`config.mk`:
```
export PLATFORM = sky130hd
export DESIGN_NAME = smg_decoder
export DESIGN_NICKNAME = d
export VERILOG_FILES = /design/src/rtl/smg_decoder.sv
export SDC_FILE = /design/constraint.sdc
export NUM_CORES = 1
export LEC_CHECK = 0
export BUFFER_PORTS_ARGS = -buffer_cell sky130_fd_sc_hd__buf_2
export CORE_MARGIN = 10
export CORE_UTILIZATION = 35
export CTS_BUF_LIST = sky130_fd_sc_hd__clkbuf_8 sky130_fd_sc_hd__clkbuf_16
export DETAILED_ROUTE_END_ITERATION = 10
export SETUP_SLACK_MARGIN = 0.15
export SKIP_LAST_GASP = 1
export SLEW_MARGIN = 10
export SYNTH_ARGS = -nofsm -noshare
export SYNTH_HDL_FRONTEND = slang
export SYNTH_SLANG_ARGS = --single-unit
```
`constraint.sdc`:
```
create_clock -name CLK -period 8.1 [get_ports CLK]
set_input_delay 1.62 -clock CLK [delete_from_list [all_inputs] [get_ports CLK]]
set_output_delay 1.62 -clock CLK [all_outputs]
set_load 0.02 [all_outputs]
```
`src/rtl/smg_decoder.sv`:
```
// Receive-side decoder for a 6-digit common-anode multiplexed 7-segment bus.
// Samples each digit after it settles, decodes it to hex and reports full 24-bit frames.
module smg_decoder #(
  parameter int SETTLE  = 4,
  parameter int TIMEOUT = 100_000
) (
  input  logic        CLK,
  input  logic        RSTn,
  input  logic [7:0]  smg_data,
  input  logic [5:0]  scan_sig,
  output logic [23:0] number_sig,
  output logic        number_valid,
  output logic        frame_err
);

  localparam logic [0:0]  ST_IDLE    = 1'b0;
  localparam logic [0:0]  ST_COLLECT = 1'b1;
  localparam logic [7:0]  SETTLE_V   = 8'(SETTLE);
  localparam logic [7:0]  SETTLE_M1  = 8'(SETTLE - 1);
  localparam logic [16:0] TIMEOUT_M1 = 17'(TIMEOUT - 1);
  localparam logic [2:0]  NO_DIGIT   = 3'd7;

  logic [5:0]  scan_r, scan_p;
  logic [7:0]  seg_r, seg_p;
  logic [7:0]  stab;
  logic [16:0] tmo;
  logic [0:0]  state;
  logic [19:0] shadow;
  logic        err_acc;
  logic [2:0]  expect_k;
  logic [2:0]  last_digit;

  logic [2:0]  digit;
  logic        legal, blank, illegal, changed, sample;
  logic [4:0]  dec;
  logic [3:0]  nib;
  logic        bad;

  // Common-anode, active-low table with dp masked; result is {no_match, nibble}.
  function automatic logic [4:0] decode(input logic [6:0] s);
    case (s)
      7'h40: decode = 5'h00;
      7'h79: decode = 5'h01;
      7'h24: decode = 5'h02;
      7'h30: decode = 5'h03;
      7'h19: decode = 5'h04;
      7'h12: decode = 5'h05;
      7'h02: decode = 5'h06;
      7'h78: decode = 5'h07;
      7'h00: decode = 5'h08;
      7'h10: decode = 5'h09;
      7'h08: decode = 5'h0A;
      7'h03: decode = 5'h0B;
      7'h46: decode = 5'h0C;
      7'h21: decode = 5'h0D;
      7'h06: decode = 5'h0E;
      7'h0E: decode = 5'h0F;
      default: decode = 5'h10;
    endcase
  endfunction

  // NOTE: every signal driven here gets a default first so no latch is inferred.
  always_comb begin
    digit = NO_DIGIT;
    for (int i = 0; i < 6; i++) begin
      if (!scan_r[i]) digit = 3'(i);
    end
    legal   = $onehot(~scan_r);
    blank   = &scan_r;
    illegal = !legal && !blank;
    changed = {scan_r, seg_r} != {scan_p, seg_p};
    sample  = legal && !changed && (stab == SETTLE_M1);
    dec     = decode(seg_r[6:0]);
    nib     = dec[3:0];
    bad     = dec[4];
  end

  // NOTE: sequential state uses non-blocking assignments so all registers update together.
  always_ff @(posedge CLK or negedge RSTn) begin
    if (!RSTn) begin
      scan_r <= 6'h3F;
      seg_r  <= 8'hFF;
      scan_p <= 6'h3F;
      seg_p  <= 8'hFF;
      stab   <= '0;
    end else begin
      scan_r <= scan_sig;
      seg_r  <= smg_data;
      scan_p <= scan_r;
      seg_p  <= seg_r;
      if (changed || !legal)    stab <= '0;
      else if (stab != SETTLE_V) stab <= stab + 8'd1;
    end
  end

  always_ff @(posedge CLK or negedge RSTn) begin
    if (!RSTn) begin
      state        <= ST_IDLE;
      number_sig   <= '0;
      number_valid <= 1'b0;
      frame_err    <= 1'b0;
      tmo          <= '0;
      shadow       <= '0;
      err_acc      <= 1'b0;
      expect_k     <= '0;
      last_digit   <= NO_DIGIT;
    end else begin
      number_valid <= 1'b0;
      frame_err    <= 1'b0;
      case (state)
        ST_IDLE: begin
          if (sample && digit == 3'd0 && digit != last_digit) begin
            shadow[3:0] <= nib;
            err_acc     <= bad;
            expect_k    <= 3'd1;
            last_digit  <= 3'd0;
            tmo         <= '0;
            state       <= ST_COLLECT;
          end
        end
        default: begin
          if (illegal) begin
            frame_err  <= 1'b1;
            last_digit <= NO_DIGIT;
            state      <= ST_IDLE;
          end else if (sample && digit != last_digit) begin
            tmo <= '0;
            if (digit == expect_k) begin
              err_acc    <= err_acc | bad;
              expect_k   <= expect_k + 3'd1;
              last_digit <= digit;
              if (digit != 3'd5) begin
                shadow[5'(digit) * 5'd4 +: 4] <= nib;
              end else begin
                if (!(err_acc || bad)) begin
                  number_sig   <= {nib, shadow};
                  number_valid <= 1'b1;
                end else begin
                  frame_err <= 1'b1;
                end
                last_digit <= NO_DIGIT;
                state      <= ST_IDLE;
              end
            end else begin
              frame_err <= 1'b1;
              if (digit == 3'd0) begin
                shadow[3:0] <= nib;
                err_acc     <= bad;
                expect_k    <= 3'd1;
                last_digit  <= 3'd0;
              end else begin
                last_digit <= NO_DIGIT;
                state      <= ST_IDLE;
              end
            end
          end else if (tmo == TIMEOUT_M1) begin
            frame_err  <= 1'b1;
            last_digit <= NO_DIGIT;
            state      <= ST_IDLE;
          end else begin
            tmo <= tmo + 17'd1;
          end
        end
      endcase
    end
  end

endmodule

```
==> run summary <==
Worst Setup End Kind: flop
Hold Path Depth: 0
GPL Wtd Cong: 0.8295
Post-Route WL: 12.31 mm
Post-Layout Inst Area: 6392 um^2
Initial Utilization: 35.83%
Setup repair after global routing missed its margin: false
Worst slew pin tran: 873.8 ps
Synth-to-Final Area Change: 12.31%
Async SR Flop Fraction: 100.0%
Crit path max fanout: 24
Die height: 147.5 um
Nets: 574
H-tree depth: 3
Max-cap violations: 0
Setup TNS: 0 ps
Ant diodes: 0
FF-to-FF End: number_sig[0]
Post-place setup slack: 3446 ps
Routed len/inst: 16.14 um
Final Total Pwr: 1.071 mW
Synth Instances: 505
Critical Path Max Stage Delay: 620 ps
Ports: 42
Post-CTS Setup Inserts: 0
Std cell rows: 46
Mapped cell area: 5692 um^2
Mapped Avg Cell Area: 11.27 um^2
Placed Cells: 747
Final Cycle Share: 57.85%
Clock root cell: clkbuf_16
Final non-filler cell total: 763
DP HPWL: 9.203 mm
Pin count of the biggest net entering global routing: 59
Setup WS post-layout: 3414 ps
Vias: 4021
Prevailing post-synth register cell: dfrtp_1
Leakage: 2.816 nW
Fin Hold WS: 376.9 ps
DRC: 0
Mapped Nets: 537
Proportion of layout cells with a drive suffix above 1: 28.70%
Die ar.: 21760 um^2
Critical Path Most Common Cell: fa_1
Reg area: 2716 um^2
Crit Reg-Reg Startpoint: scan_r[3]
EDFF count, synth: 0
Clock skew: 9.837 ps
Final ANT Viol Nets: 0
CP cell instances: fa_1 -> inv_1 -> fa_1 -> ha_1 -> fa_1 -> nor3b_1 -> nand4_1 -> nor4_2 -> nand3_4 -> nor4_4 -> buf_4 -> mux2_2
# clock sinks: 107
Headroom to the max-slew limit: 41.59%
Slew Limit Fails: 0
Initial antenna violation count: 0
Fmax: 213.4 MHz
Drt first pass iters: 5
Reg-to-reg setup timing slack: 3410 ps
Core Box Area: 15890 um^2
Leading cell type in the layout, fill and taps excluded: dfrtp_1
Post-layout util: 40.24%
DIE WIDTH: 147.5 um
Most frequent cells in the layout: dfrtp_1 (76), buf_2 (40), nor2_1 (35), mux2_2 (34), dfstp_2 (31)
Initial drt markers: 229
Vias in the first global route: 4198
Sequential area share after synthesis: 47.72%
GR Overflow Total: 0
CTS buffer count: 9
Fillers: 1531
Crit path time final: 4686 ps
Worst r2r path cells: 12
Final setup fails: 0
Tightest Hold Check Type: reg -> reg
Critical Path End: number_sig[0]
First-pass GRT wire length: 21.42 mm
Synth cell types: 76
Footprint of the multi-input gates: 2801 um^2
Setup CP Type: reg -> reg
GRT Overall Usage: 11.71%
Final Hold Viols: 0
Post-Place Cell Area: 6090 um^2
Status: complete, no violations
Via density: 5.270
Clock transition at path regs: 70 ps
CTS tree: built
CTS max path bufs: 2
Port bufs: 41
CP Data Required Time: 8340 ps
PD cells: 167.6 nW/um^2
Worst-Skew Late Latency: 360 ps
CTS Hold Bufs: 0
Ys Warns: 0
Resized cells post-CTS: 0
Setup crit start kind: flop
Slowest CP cell: dfstp_2
Worst Path Arrival: 4920 ps
Register bit total from synthesis: 107
Peak supply drop: 0.1470 mV
CP startpoint: scan_r[3]
==> worst max-delay path: cells and delay by family, from the launching register on <==
family	cells	cell delay [ps]
and+or+nand+nor	5	1590
adders and majority gates	4	1490
DFF	1	620
buffers and inverters	2	470
muxes	1	380
==> cell usage after synthesis, types with 5 or more instances <==
cell,instances,area share (%)
a21oi_1,21,1.8
and3b_1,5,0.77
clkbuf_1,8,0.53
dfrtp_1,76,33
dfstp_2,31,14
ha_1,13,2.9
inv_1,18,1.2
mux2_2,34,6.7
mux2_4,10,2.6
mux2i_1,6,1.1
nand2_1,24,1.6
nand2b_1,10,1.1
nand3_1,24,2.1
nand4_1,18,2.0
nor2_1,35,2.3
nor2b_1,8,0.88
nor3_1,8,0.70
nor4_1,6,0.66
o21ai_0,8,0.70
o31ai_1,16,2.1
or4_1,11,1.5
xnor2_1,16,2.5
==> flip-flops by register name, indices dropped and copies added, names as in the netlist, 3 cells and up <==
name	count
seg_r	8
scan_r	6
scan_p	6
stab	8
seg_p	8
last_digit	3
tmo	17
expect_k	3
number_sig	24
shadow	20
==> power breakdown <==
| part | internal, mW | switching [mW] |
|---|---|---|
| registers | 0.547 | 0.0130 |
| clock network | 0.233 | 0.208 |
| logic | 0.0264 | 0.0435 |
==> routing by layer <==
layer  vias up  share of wire [%]  wire (um)  global-route usage, %
li1       1934                  -          -                      -
met4         0                1.7        208                  3.915
met1      1991                 46       5704                  14.96
met5         -                  0          0                      0
met3        16                4.2        520                  2.778
met2        80                 48       5880                  19.03
==> cell type report <==
type | instances | area share (%)
clock inverters | 6 | 0.8221
clock buffers | 10 | 3.915
flip-flops and latches | 107 | 42.49
inverters | 19 | 1.116
repair buffers | 44 | 3.601
well taps | 216 | 4.228
multi-input cells | 361 | 43.82
==> worst min path at each step <==
stage,to,start
2_1_floorplan,scan_p[5],scan_r[5]
3_3_place_gp,seg_p[7],seg_r[7]
3_5_place_dp,seg_p[7],seg_r[7]
4_1_cts,seg_p[7],seg_r[7]
5_1_grt,seg_p[7],seg_r[7]
6_report,seg_p[7],seg_r[7]
==> kinds of logic (layout without fill, tap and decap cells) <==
logic type	Yosys count	after routing	synth area share [%]
and+or+nand+nor	193	193	21.06
DFF	107	107	47.72
AOI/OAI and AO/OA	79	79	9.937
muxes	52	52	10.82
buffers and inverters	37	79	3.055
xor gates and xnor gates	21	21	3.495
adders and majority gates	16	16	3.913
(Power assumes the default switching activity.)
